==> src/rtl/edge_arb_pkg.sv <==
// ---------------------------------------------------------------------------
// edge_arb_pkg : shared FSM encodings and edge polarity constants
// Rev 1.0
// ---------------------------------------------------------------------------
`default_nettype none

package edge_arb_pkg;

  localparam logic [0:0] S_IDLE  = 1'b0;
  localparam logic [0:0] S_OFFER = 1'b1;

  localparam logic POL_FALL = 1'b0;
  localparam logic POL_RISE = 1'b1;

  typedef enum logic [0:0] {
    ST_IDLE  = S_IDLE,
    ST_OFFER = S_OFFER
  } state_t;

endpackage

`default_nettype wire

==> src/rtl/edge_event_slot.sv <==
// ---------------------------------------------------------------------------
// edge_event_slot : per-line edge detector with a two-entry event queue
// Rev 1.0
// ---------------------------------------------------------------------------
`default_nettype none

module edge_event_slot
  import edge_arb_pkg::*;
(
  input  logic clk,
  input  logic reset,
  input  logic level,
  input  logic pop,
  input  logic ovf_clr,
  output logic has_event,
  output logic oldest_pol,
  output logic ovf
);

  logic prev_reg;
  logic pend_r;
  logic pend_f;
  logic first;
  logic ovf_reg;

  logic rise;
  logic fall;
  logic r_after;
  logic f_after;
  logic drop;

  // The pop is applied before the new edge so overflow is judged on the
  // queue as it stands after removal.
  always_comb begin
    rise    = level & ~prev_reg;
    fall    = ~level & prev_reg;
    r_after = pend_r;
    f_after = pend_f;
    if (pop) begin
      if (pend_r && pend_f) begin
        if (first) r_after = 1'b0;
        else       f_after = 1'b0;
      end else begin
        r_after = 1'b0;
        f_after = 1'b0;
      end
    end
    drop = (rise && r_after) || (fall && f_after);
  end

  always_ff @(posedge clk or posedge reset) begin
    if (reset) begin
      prev_reg <= 1'b0;
      pend_r   <= 1'b0;
      pend_f   <= 1'b0;
      first    <= 1'b0;
      ovf_reg  <= 1'b0;
    end else begin
      prev_reg <= level;
      pend_r   <= r_after | rise;
      pend_f   <= f_after | fall;
      if (rise && !r_after)      first <= ~f_after;
      else if (fall && !f_after) first <= r_after;
      if (drop)         ovf_reg <= 1'b1;
      else if (ovf_clr) ovf_reg <= 1'b0;
    end
  end

  assign has_event  = pend_r | pend_f;
  assign oldest_pol = (pend_r && pend_f) ? (first ? POL_RISE : POL_FALL)
                                         : (pend_r ? POL_RISE : POL_FALL);
  assign ovf        = ovf_reg;

endmodule

`default_nettype wire

==> src/rtl/edge_event_arbiter.sv <==
// ---------------------------------------------------------------------------
// edge_event_arbiter : round-robin merge of per-line edge events onto one
//                      valid/ready event port with sticky overflow flags
// Rev 1.0
// ---------------------------------------------------------------------------
`default_nettype none

module edge_event_arbiter
  import edge_arb_pkg::*;
#(
  parameter int N   = 4,
  parameter int IDW = 2
) (
  input  logic           clk,
  input  logic           reset,
  input  logic [N-1:0]   in,
  input  logic           ev_ready,
  output logic           ev_valid,
  output logic [IDW-1:0] ev_id,
  output logic           ev_rise,
  output logic [N-1:0]   ovf,
  input  logic           ovf_clr
);

  state_t         state;
  logic [IDW-1:0] rr_ptr;
  logic [N-1:0]   has_event;
  logic [N-1:0]   oldest_pol;
  logic [N-1:0]   pop;
  logic           accept;
  logic           found;
  logic [IDW-1:0] gnt_id;
  logic           gnt_pol;

  assign accept = (state == ST_OFFER) && ev_ready;

  for (genvar i = 0; i < N; i++) begin : g_slot
    assign pop[i] = accept && (ev_id == IDW'(i));

    edge_event_slot u_slot (
      .clk        (clk),
      .reset      (reset),
      .level      (in[i]),
      .pop        (pop[i]),
      .ovf_clr    (ovf_clr),
      .has_event  (has_event[i]),
      .oldest_pol (oldest_pol[i]),
      .ovf        (ovf[i])
    );
  end

  // Scan starts just after the last granted line so every line gets a turn.
  always_comb begin
    logic [IDW-1:0] idx;
    idx     = '0;
    found   = 1'b0;
    gnt_id  = '0;
    gnt_pol = POL_FALL;
    for (int k = 1; k <= N; k++) begin
      idx = IDW'((int'(rr_ptr) + k) % N);
      if (!found && has_event[idx]) begin
        found   = 1'b1;
        gnt_id  = idx;
        gnt_pol = oldest_pol[idx];
      end
    end
  end

  always_ff @(posedge clk or posedge reset) begin
    if (reset) begin
      state    <= ST_IDLE;
      ev_valid <= 1'b0;
      ev_id    <= '0;
      ev_rise  <= 1'b0;
      rr_ptr   <= IDW'(N - 1);
    end else begin
      case (state)
        ST_IDLE: begin
          if (found) begin
            ev_id    <= gnt_id;
            ev_rise  <= gnt_pol;
            ev_valid <= 1'b1;
            state    <= ST_OFFER;
          end
        end
        ST_OFFER: begin
          if (ev_ready) begin
            rr_ptr   <= ev_id;
            ev_valid <= 1'b0;
            state    <= ST_IDLE;
          end
        end
        default: begin
          ev_valid <= 1'b0;
          state    <= ST_IDLE;
        end
      endcase
    end
  end

endmodule

`default_nettype wire

==> config.mk <==
export PLATFORM = sky130hd
export DESIGN_NAME = edge_event_arbiter
export DESIGN_NICKNAME = d
export VERILOG_FILES = /design/src/rtl/edge_arb_pkg.sv /design/src/rtl/edge_event_slot.sv /design/src/rtl/edge_event_arbiter.sv
export SDC_FILE = /design/constraint.sdc
export NUM_CORES = 1
export LEC_CHECK = 0
export BUFFER_PORTS_ARGS = -buffer_cell sky130_fd_sc_hd__buf_4
export CAP_MARGIN = 20
export CORE_AREA = 4 4 63 71
export CTS_CLUSTER_DIAMETER = 200
export DETAILED_ROUTE_END_ITERATION = 7
export DIE_AREA = 0 0 67 75
export PLACE_DENSITY = 0.7
export SLEW_MARGIN = 25
export SYNTH_ARGS = -nofsm -noshare
export SYNTH_HDL_FRONTEND = slang
export SYNTH_SLANG_ARGS = --single-unit
export TNS_END_PERCENT = 1
==> constraint.sdc <==
create_clock -name clk -period 3.3 [get_ports clk]
set_clock_uncertainty 0.05 [all_clocks]
set_input_delay 0.99 -clock clk [delete_from_list [all_inputs] [get_ports clk]]
set_output_delay 0.99 -clock clk [all_outputs]
set_load 0.005 [all_outputs]
# ---- Yosys cells after proc, flatten, opt, wreduce, memory -nomap -nowiden
# Index checks and enable logic that the tools add are counted.
dict set report op_classes {
  addsub 4
  order_cmp 4
  bitwise 33
  div 0
  n_reduce_logical 55
  multipliers 0
  n_mux 83
  shift 0
  eq_ne 5
}
# operator count
set op_table {}
lappend op_table {{$mux 1} 69}
lappend op_table {{$logic_and 1x1->1} 28}
lappend op_table {{$bmux 1 s2} 8}
lappend op_table {{$reduce_bool 2->1} 8}
lappend op_table {{$not 1->1} 13}
lappend op_table {{$lt 2x3->1 const B} 4}
lappend op_table {{$or 1x1->1} 12}
lappend op_table {{$logic_not 1->1} 11}
lappend op_table {{$and 1x1->1} 8}
lappend op_table {{$mux 2} 4}
lappend op_table {{$reduce_and 2->1} 3}
lappend op_table {{$add 2x1->2 const B} 2}
lappend op_table {{$add 2x2->2 const B} 2}
lappend op_table {{$eq 2x2->1 const B} 2}
lappend op_table {{$logic_or 1x1->1} 4}
lappend op_table {{$ne 2x2->1 const B} 2}
lappend op_table {{$pmux 1 s2} 2}
lappend op_table {{$eq 2x1->1 const B} 1}
lappend op_table {{$logic_not 2->1} 1}
dict set report totals {
  romBits 0
  elab_cells 209
  register_bits 27
  inputBits 8
  n_memories 0
  latch_bits 0
  ram_bits 0
  out_inout_bits 8
}

# ---- Logic depth before layout (Yosys ltp)
# Gate-level depths: netlist of run 1.
dict set report depth {
  ltp_word 15
  depth_mapped 7
  mapped_depth_nobuf 5
}

# ---- By module
# A second synthesis of run 1 with hierarchy kept.
dict set report hier_totals {
  cells_unflattened 195
  area_unflattened_um2 1721.7
}
# module seq_area_each_um2 instances area_each_um2 cells_each
set by_module_without_submodules {}
lappend by_module_without_submodules {edge_event_slot 125.1 4 277.8 29}
lappend by_module_without_submodules {edge_event_arbiter 177.7 1 610.6 79}

# ---- Least setup slack after synthesis of run 1
# OpenSTA, ideal clock, no wires.
dict set report synth_timing {
  kind {input-to-reg}
  startpoint {input port ev_ready}
  endpoint {register g_slot[0].u_slot.first}
  path_buffers 0
  slack_ns 1.376
  setup_time_ns 0.123
  cell_stages 5
  required_ns 3.127
  arrival_time_ns 1.751
  path_cell_list {nand4bb_1 -> a21oi_1 -> mux2i_1 -> a22o_1 -> a21oi_1}
}
dict set report synth_via {
  elab_chain_len 6
  word_cells_on_any_way 12
  classes_between {mux (4); bitwise (1); reduce/logical (7)}
}
# element line
set synth_lines {}
lappend synth_lines {{from (decl)} edge_event_arbiter.sv:17} ;# input logic ev_ready,
lappend synth_lines {{$logic_and 1x1->1 (*)} edge_event_arbiter.sv:35} ;# assign accept = (state == ST_OFFER) && ev_ready;
lappend synth_lines {{$logic_and 1x1->1 (*)} edge_event_arbiter.sv:38} ;# assign pop[i] = accept && (ev_id == IDW'(i));
lappend synth_lines {{$mux 1} edge_event_slot.sv:39} ;# if (pop) begin
lappend synth_lines {{$logic_not 1->1, on equally long branches} {edge_event_slot.sv:62, edge_event_slot.sv:63}}
lappend synth_lines {{$logic_and 1x1->1, on equally long branches} {edge_event_slot.sv:62, edge_event_slot.sv:63}}
lappend synth_lines {{$mux 1 or $reduce_bool 2->1 (tied branches)} -}
lappend synth_lines {{to (signal assigned)} edge_event_slot.sv:62} ;# if (rise && !r_after) first <= ~f_after;
lappend synth_lines {{to (signal assigned)} edge_event_slot.sv:63} ;# else if (fall && !f_after) first <= r_after;
lappend synth_lines {{to (decl)} edge_event_slot.sv:23} ;# logic first;
# Mark *: on every way between the ends. The rest lies on a longest branch, timed or not. The select of a mux whose other input is x is not followed.
# A chain may end at the register's enable or synchronous reset.

# ---- Worst setup path in the final report of run 1
dict set report layout_timing {
  startpoint {input port ev_ready}
  endpoint {register g_slot[2].u_slot.first}
}
dict set report layout_via {
  elab_chain_len 6
  word_cells_on_any_way 12
  classes_between {mux (4); bitwise (1); reduce/logical (7)}
}
# element line
set layout_lines {}
lappend layout_lines {{$logic_and 1x1->1 (*)} edge_event_arbiter.sv:35}
lappend layout_lines {{$logic_and 1x1->1 (*)} edge_event_arbiter.sv:38}
lappend layout_lines {{$mux 1} edge_event_slot.sv:39}
lappend layout_lines {{$logic_not 1->1, on equally long branches} {edge_event_slot.sv:62, edge_event_slot.sv:63}}
lappend layout_lines {{$logic_and 1x1->1, on equally long branches} {edge_event_slot.sv:62, edge_event_slot.sv:63}}
lappend layout_lines {{$mux 1 or $reduce_bool 2->1 (tied branches)} -}
lappend layout_lines {{to (signal assigned)} edge_event_slot.sv:62}
lappend layout_lines {{to (signal assigned)} edge_event_slot.sv:63}
lappend layout_lines {{to (decl)} edge_event_slot.sv:23}
# Marks and branches as above.

==> results of run 1 <==
[per-layer routing]
| layer | vias up | share of wire, % |
|---|---|---|
| li1 | 703 | - |
| met1 | 651 | 48 |
| met2 | 20 | 48 |
| met3 | 7 | 2.9 |
| met4 | 0 | 1.7 |
| met5 | - | 0 |
[layout make-up]
class | instances | share of cell area [%]
Clock buffer | 4 | 2.49
Inverter | 14 | 2.90
Multi-Input combinational cell | 134 | 46.9
Sequential cell | 27 | 37.5
Tap cell | 52 | 3.60
Timing Repair Buffer | 16 | 6.64
[placed cells by master, fill, tap and decap left out, types with 4 or more instances in the layout]
master,count
mux2i_1,4
a21oi_1,17
nand2b_1,4
buf_4,16
nor3_1,6
inv_1,14
o21ai_0,31
a22o_1,4
nor2_1,13
nand2_1,8
dfrtp_1,25
[power groups by stage]
stage                     Sequential [mW]  Combinational [mW]  Clock [mW]
after floorplan                     0.544               0.517           0
after global placement              0.653               0.540           0
after detailed placement            0.653               0.549           0
after CTS                           0.649               0.552       0.194
after global routing                0.681               0.621       0.203
final                               0.649               0.550       0.185
[per-stage QoR]
stage                     instances  util (%)  cell area [um2]
after floorplan                 188         -             1650
after global placement          243      46.3             1760
after detailed placement        243      46.3             1760
after CTS                       247      47.4             1810
after global routing            247      47.4             1810
final                           247      47.4             1810
[logic make-up (layout without fill, tap and decap cells)]
group,Yosys count,in the layout,synth area share [%]
buffers and inverters,27,34,7.58
AND/OR/NAND/NOR,52,52,18.3
multiplexers,8,8,5.83
flip-flops,27,27,41.1
AO/OA/AOI/OAI,74,74,27.3
[worst max path at each step]
stage / endpoint / cells after the start / from / slack [ps]
floorplan: g_slot[0].u_slot.first / 5 / ev_ready / 1380
global placement: g_slot[2].u_slot.first / 6 / ev_ready / 1130
CTS: g_slot[2].u_slot.first / 6 / ev_ready / 1320
finish: g_slot[2].u_slot.first / 6 / ev_ready / 1320
detailed placement: g_slot[2].u_slot.first / 6 / ev_ready / 1020
global route: g_slot[2].u_slot.first / 6 / ev_ready / 1240
==> results.json, run 1 <==
{
  "run_status": "completed",
  "grt_pass1_wl_um": 5560,
  "timing.rr.end": "ev_rise",
  "drt_iter0_drc": 88,
  "grt_antenna_before_repair": 0,
  "crit_arrival_ps": 2090,
  "cts_resized": 0,
  "drv_cap": 0,
  "rows": 24,
  "yosysWarnings": 0,
  "yosysMostFrequentCell": "o21ai_0",
  "drive_gt1_share_pct": 14.9,
  "fmax_mhz": 504,
  "syn_area_um2": 1650,
  "numCtsBuffers": 3,
  "hold_violations": 0,
  "place_congestion": 0.892,
  "r2r-start": "rr_ptr[0]",
  "busiest_layer": "met2",
  "switching_share_pct": 40.1,
  "regToRegSetupSlack_ps": 1400,
  "max_slew_margin_pct": 67.2,
  "multi_input_area_um2": 848,
  "seqCellArea_um2": 678,
  "clk_pin_slew_ps": 90,
  "hold_buffers": 0,
  "dp_hpwl_um": 2440,
  "dpl_worst_slack_ps": 1020,
  "ir_drop_uv": 251,
  "cp_num_buf_inv": 1,
  "hp-start": "g_slot[2].u_slot.ovf",
  "grtUsageMet3_pct": 1.79,
  "clk_path_buf_depth": 2,
  "synth_ff_type": "dfrtp_1",
  "ios": 16,
  "cts_setup_buffers": 0,
  "slew_viol_final": 0,
  "pwr-share-comb_pct": 39.7,
  "grt_max_degree": 28,
  "io_buffers": 15,
  "power_density_nw_per_um2": 765,
  "htreeDepth": 1,
  "finalCritPeriodShare_pct": 60.1,
  "p_int_uw": 829,
  "setup_viol": 0,
  "end_kind": "register",
  "ant_nets": 0,
  "crit_path_cell_trace": "buf_4, nand4b_1, a21oi_1, mux2i_1, a22o_1, a21oi_1",
  "use_met1_pct": 19.6,
  "totalWireLength_um": 3320,
  "power_frac_clock_pct": 13.4,
  "ys_types": 45,
  "via_count": 1381,
  "rsz0062_at_grt": "no",
  "crit_family": "compound AO/OA/AOI/OAI gates",
  "required_ps": 3410,
  "criticalPathCategory": "in -> reg",
  "async_flop_share_pct": 100,
  "num-nets-final": 204,
  "synth-edff-count": 0,
  "start_kind": "input pin",
  "synth.yosys.seq_area_share_pct": 41.1,
  "grt_pass1_vias": 1277,
  "crit_slowest_cell": "nand4b_1",
  "cts.sinks": 27,
  "p_switching_uw": 555,
  "dr.pass1.iters": 4,
  "drc": 0,
  "power_mw": 1.38,
  "start_util_pct": 43.3,
  "fin_ws_ps": 1320,
  "yosysTopAreaCell": "dfrtp_1",
  "yosys_register_bits": 27,
  "syn_to_final_growth_pct": 9.55,
  "wire_per_inst_um": 13.5,
  "core_area_um2": 3810,
  "routed_via_density": 5.59,
  "grt_usage_pct": 14.2,
  "cts_root_buf": "clkbuf_8",
  "whs_path_depth": 1,
  "p_leak_nw": 0.731,
  "grt-ovfl-total": 0,
  "whs_ps": 461,
  "cpMostUsedCell": "a21oi_1",
  "grtUsageMet2_pct": 22.6,
  "n_antenna_cell": 0,
  "cts_tree": "yes",
  "worst_path_largest_cell_delay_ps": 290,
  "hold_class": "reg -> reg",
  "synth.area.top_cells": "dfrtp_1, o21ai_0, a21oi_1",
  "fin_tns_setup_ps": 0,
  "die_h_um": 75,
  "syn_nets": 196,
  "hold_end": "g_slot[2].u_slot.ovf",
  "die_x_um": 67,
  "period_needed_ps": 1980,
  "path_max_fanout": 7,
  "dieArea_um2": 5030,
  "worst_pin_slew_ps": 489,
  "avgSynthCellArea_um2": 8.79,
  "netlist_top_cells_count": "o21ai_0, dfrtp_1, a21oi_1",
  "clk_latency_ps": 270,
  "pwr-share-seq_pct": 46.9,
  "syn_inst": 188,
  "r2r_cells": 5,
  "fillers": 386,
  "yosysTopAreaCellShare_pct": 37.9
}
(Power assumes the default switching activity.)
==> run 2, diff against run 1 <==
==> constraint.sdc (replaced) <==
create_clock -name clk -period 2 [get_ports clk]
set_clock_uncertainty 0.05 [all_clocks]
set_input_delay 0.6 -clock clk [delete_from_list [all_inputs] [get_ports clk]]
set_output_delay 0.6 -clock clk [all_outputs]
set_load 0.005 [all_outputs]
==> results.json, run 2 (same netlist as run 1, synthesis figures left out) <==
{
  "fmax_mhz": 554,
  "ir_drop_uv": 481,
  "drc": 0,
  "dieArea_um2": 5030,
  "layout.cells.non_filler": 252,
  "grt-ovfl-total": 0,
  "grt_pass1_wl_um": 5820,
  "die_h_um": 75,
  "cts.sinks": 27,
  "power_density_nw_per_um2": 1270,
  "fin_tns_setup_ps": 0,
  "cts_root_buf": "clkbuf_8",
  "start_kind": "register",
  "run_status": "completed",
  "syn_to_final_growth_pct": 12.0,
  "cts_tree": "yes",
  "ant_nets": 0,
  "clk_pin_slew_ps": 100,
  "routed_via_density": 5.72,
  "dp_hpwl_um": 2500,
  "start_util_pct": 43.3,
  "hold_buffers": 0,
  "end_kind": "register",
  "dr.pass1.iters": 4,
  "drt-met1-wl_um": 1580,
  "place_congestion": 0.840,
  "dp_cells": 246,
  "rows": 24,
  "rsz0062_at_grt": "no",
  "ios": 16,
  "numCtsBuffers": 3,
  "r2r_cells": 5,
  "num-nets-final": 209,
  "die_x_um": 67,
  "finalCritPeriodShare_pct": 90.3,
  "drv_cap": 0,
  "hold_class": "in -> async",
  "worst_path_largest_cell_delay_ps": 670,
  "p_leak_nw": 0.756,
  "setup_viol": 0,
  "required_ps": 2090,
  "wl_met3_um": 132,
  "io_buffers": 15,
  "hold_violations": 0,
  "drive_gt1_share_pct": 17.5,
  "power_mw": 2.35,
  "totalWireLength_um": 3500,
  "highest-signal-layer": "met4",
  "path_max_fanout": 10,
  "drt_iter0_drc": 77,
  "crit_arrival_ps": 1900,
  "n_antenna_cell": 0,
  "wire_per_inst_um": 13.9,
  "worst_pin_slew_ps": 436,
  "grt_antenna_before_repair": 0,
  "slew_viol_final": 0,
  "period_needed_ps": 1810,
  "crit_path_cell_trace": "o21bai_1, o32ai_1, a21o_1, a222oi_1, a31oi_1",
  "route.met2.wl_um": 1760,
  "clk_path_buf_depth": 2,
  "grt_max_degree": 28,
  "crit_slowest_cell": "dfstp_4",
  "via_count": 1441,
  "clk_latency_ps": 270,
  "max_slew_margin_pct": 71.0,
  "core_area_um2": 3810,
  "criticalPathCategory": "reg -> reg",
  "final_cell_mix": "o21ai_0, dfrtp_1, buf_4",
  "grt_pass1_vias": 1317,
  "htreeDepth": 1,
  "grt_usage_pct": 14.8,
  "mostFrequentLayoutCell": "o21ai_0"
}
[run 2: changes by cell type in the layout (fill, tap and decap cells not counted)]
| cell | change |
|---|---|
| clkbuf_1 | -1 |
| dfstp_2 | -1 |
| dfstp_4 | +1 |
| clkinv_2 | +1 |
| buf_4 | +4 |
| buf_2 | +1 |
[run 2: path summary, 6_finish.rpt]
path | from | end | slack (ps)
setup / recovery | rr_ptr[0] | ev_rise | 190
hold / removal | reset | g_slot[2].u_slot.ovf | 330
setup reg to reg | rr_ptr[0] | ev_rise | 190
hold reg to reg | ev_valid | ev_valid | 450
max in group asynchronous | reset | rr_ptr[1] | 1260
min in group clk | in[3] | g_slot[3].u_slot.prev_reg | 410
[run 2: stage by stage]
| step | instance area [um2] | hold WS, ps | setup WS (ps) | util, % |
|---|---|---|---|---|
| 6_report | 1850 | 325 | 194 | 48.5 |
| 5_1_grt | 1850 | 367 | 43.4 | 48.5 |
| 4_1_cts | 1830 | 344 | 108 | 48.1 |
| 3_5_place_dp | 1790 | 433 | 120 | 46.9 |
| 3_3_place_gp | 1790 | 424 | 127 | 46.9 |
| 2_1_floorplan | 1650 | 414 | 355 | - |
[run 2: critical path: cells and delay by family (launching register included)]
family,cells,cell delay (ps)
compound gates,5,960
flops,1,670
[run 2: where the power goes]
part / switching, mW / total, mW / internal, mW
clock network: 0.173 / 0.312 / 0.140
registers: 0.293 / 1.04 / 0.744
logic: 0.482 / 1.00 / 0.518
[run 2: cell type report]
type                       instances  area (um2)
sequential                        27         682
inverter                          14        52.6
tap                               52        65.1
fill                             382        1960
multi-input combinational        134         848
clock inverter                     1        5.00
clock buffer                       3        41.3
timing repair buffer              21         155
[run 2: timing repair]
action                     in CTS  in global routing
gates resized for setup         0                  1
setup buffers                   0                  2
setup endpoints to repair       0                  1
[run 2: layer usage]
metal,GRT usage [%],vias to the layer above
met3,2.09,4
met2,24.7,23
met1,19.6,707
met4,5.41,0
met5,0,-
li1,-,707
==> run 3, diff against run 2 <==
--- a/config.mk
+++ b/config.mk
@@ -5,13 +5,13 @@
 export SDC_FILE = /design/constraint.sdc
 export NUM_CORES = 1
 export LEC_CHECK = 0
-export BUFFER_PORTS_ARGS = -buffer_cell sky130_fd_sc_hd__buf_4
 export CAP_MARGIN = 20
 export CORE_AREA = 4 4 63 71
 export CTS_CLUSTER_DIAMETER = 200
 export DETAILED_ROUTE_END_ITERATION = 7
 export DIE_AREA = 0 0 67 75
-export PLACE_DENSITY = 0.7
+export DONT_BUFFER_PORTS = 1
+export PLACE_DENSITY = 0.66
 export SLEW_MARGIN = 25
 export SYNTH_ARGS = -nofsm -noshare
 export SYNTH_HDL_FRONTEND = slang
==> results.json, run 3 (same netlist as run 1, synthesis figures left out) <==
{
  "run_status": "completed",
  "mostFrequentLayoutCell": "o21ai_0",
  "numCtsBuffers": 3,
  "cts.sinks": 27,
  "cts_setup_buffers": 0,
  "grt_max_degree": 28,
  "htreeDepth": 1,
  "dp_cells": 229,
  "setup_viol": 0,
  "worst_path_largest_cell_delay_ps": 710,
  "cp_num_buf_inv": 0,
  "final_cell_mix": "o21ai_0, dfrtp_1, a21oi_1",
  "drive_gt1_share_pct": 8.29,
  "n_antenna_cell": 0,
  "grt_usage_pct": 15.7,
  "finalCritPeriodShare_pct": 92.0,
  "end_kind": "register",
  "crit_slowest_cell": "dfstp_2",
  "criticalPathCategory": "reg -> reg",
  "dp_hpwl_um": 2560,
  "wire_per_inst_um": 14.8,
  "num-nets-final": 190,
  "cts_resized": 0,
  "period_needed_ps": 1840,
  "clk_pin_slew_ps": 90,
  "max_slew_margin_pct": 70.3,
  "die_x_um": 67,
  "via_count": 1382,
  "grt-ovfl-total": 0,
  "dr.pass1.iters": 4,
  "crit_family": "compound AO/OA/AOI/OAI gates",
  "syn_to_final_growth_pct": 3.18,
  "routed_via_density": 5.93,
  "fin_tns_setup_ps": 0,
  "hold_violations": 0,
  "rows": 24,
  "slew_viol_final": 0,
  "clk_path_buf_depth": 2,
  "whs_ps": 214,
  "layout.cells.non_filler": 233,
  "hold_buffers": 0,
  "die_h_um": 75,
  "dieArea_um2": 5030,
  "core_area_um2": 3810,
  "required_ps": 2100,
  "grt_pass1_vias": 1335,
  "drc": 0,
  "ir_drop_uv": 526,
  "drv_cap": 0,
  "fmax_mhz": 543,
  "power_mw": 2.22,
  "hold_class": "in -> async",
  "crit_arrival_ps": 1940,
  "ios": 16,
  "start_kind": "register",
  "fillers": 392,
  "p_leak_nw": 0.663,
  "start_util_pct": 43.3,
  "totalWireLength_um": 3450,
  "ant_nets": 0,
  "cts_root_buf": "clkbuf_8",
  "path_max_fanout": 19,
  "rsz0062_at_grt": "no",
  "power_density_nw_per_um2": 1300,
  "clk_latency_ps": 270,
  "worst_pin_slew_ps": 446,
  "cts_tree": "yes",
  "crit_path_cell_trace": "o21bai_1, o32ai_1, a21o_1, a222oi_1, a31oi_1",
  "place_congestion": 0.897,
  "io_buffers": 0,
  "grt_pass1_wl_um": 6080,
  "grt_antenna_before_repair": 0,
  "regToRegSetupSlack_ps": 160,
  "drt_iter0_drc": 93
}
run 3: changes by cell type in the layout (fill, tap and decap cells not counted):
cell,delta
dfstp_4,-1
dfstp_2,+1
clkbuf_1,+1
buf_4,-18
clkinv_2,-1
buf_2,-1
run 3: area by class of cell:
cell class / count / area, um2 / share of cell area, %
multi-input cells: 134 / 848 / 49.8
flip-flops and latches: 27 / 678 / 39.8
well taps: 52 / 65.1 / 3.82
inverters: 14 / 52.6 / 3.08
clock buffers: 4 / 45.0 / 2.64
repair buffers: 2 / 15.0 / 0.881
run 3: routing by layer:
layer | up-vias | part of all wire [%] | track usage (%) | wire length (um)
li1 | 675 | - | - | -
met1 | 656 | 43 | 19.2 | 1480
met2 | 47 | 50 | 26.6 | 1740
met3 | 4 | 5.5 | 3.13 | 191
met4 | 0 | 1.4 | 6.76 | 48
met5 | - | 0 | 0 | 0
run 3: final timing paths:
| check | depth (start not counted) | end | from |
|---|---|---|---|
| worst min register to register | 2 | g_slot[3].u_slot.ovf | g_slot[3].u_slot.ovf |
| worst max register to register | 5 | ev_rise | rr_ptr[0] |
| max in group asynchronous | 2 | rr_ptr[1] | reset |
| worst min-delay path | 2 | g_slot[2].u_slot.ovf | reset |
| min in group clk | 0 | g_slot[0].u_slot.prev_reg | in[0] |
| worst max-delay path | 5 | ev_rise | rr_ptr[0] |
run 3: report_power, final:
group / leakage (nW) / switching [mW] / internal, mW / total, mW
logic: 0.341 / 0.410 / 0.421 / 0.831
registers: 0.300 / 0.331 / 0.738 / 1.07
clock network: 0.0228 / 0.173 / 0.143 / 0.316
total: 0.663 / 0.915 / 1.30 / 2.22
run 3: per-stage QoR:
stage                     utilization [%]  area [um2]  worst slack (ps)
after floorplan                         -        1650               355
after global placement               43.5        1660               245
after detailed placement             43.5        1660               182
after CTS                            44.7        1700               171
after global routing                 44.7        1700              21.8
final                                44.7        1700               159
run 3: worst reg2reg max path: cells and delay by family, from the launching register on:
family	cells	cell delay (ps)
DFF	1	710
AOI/OAI and AO/OA	5	970
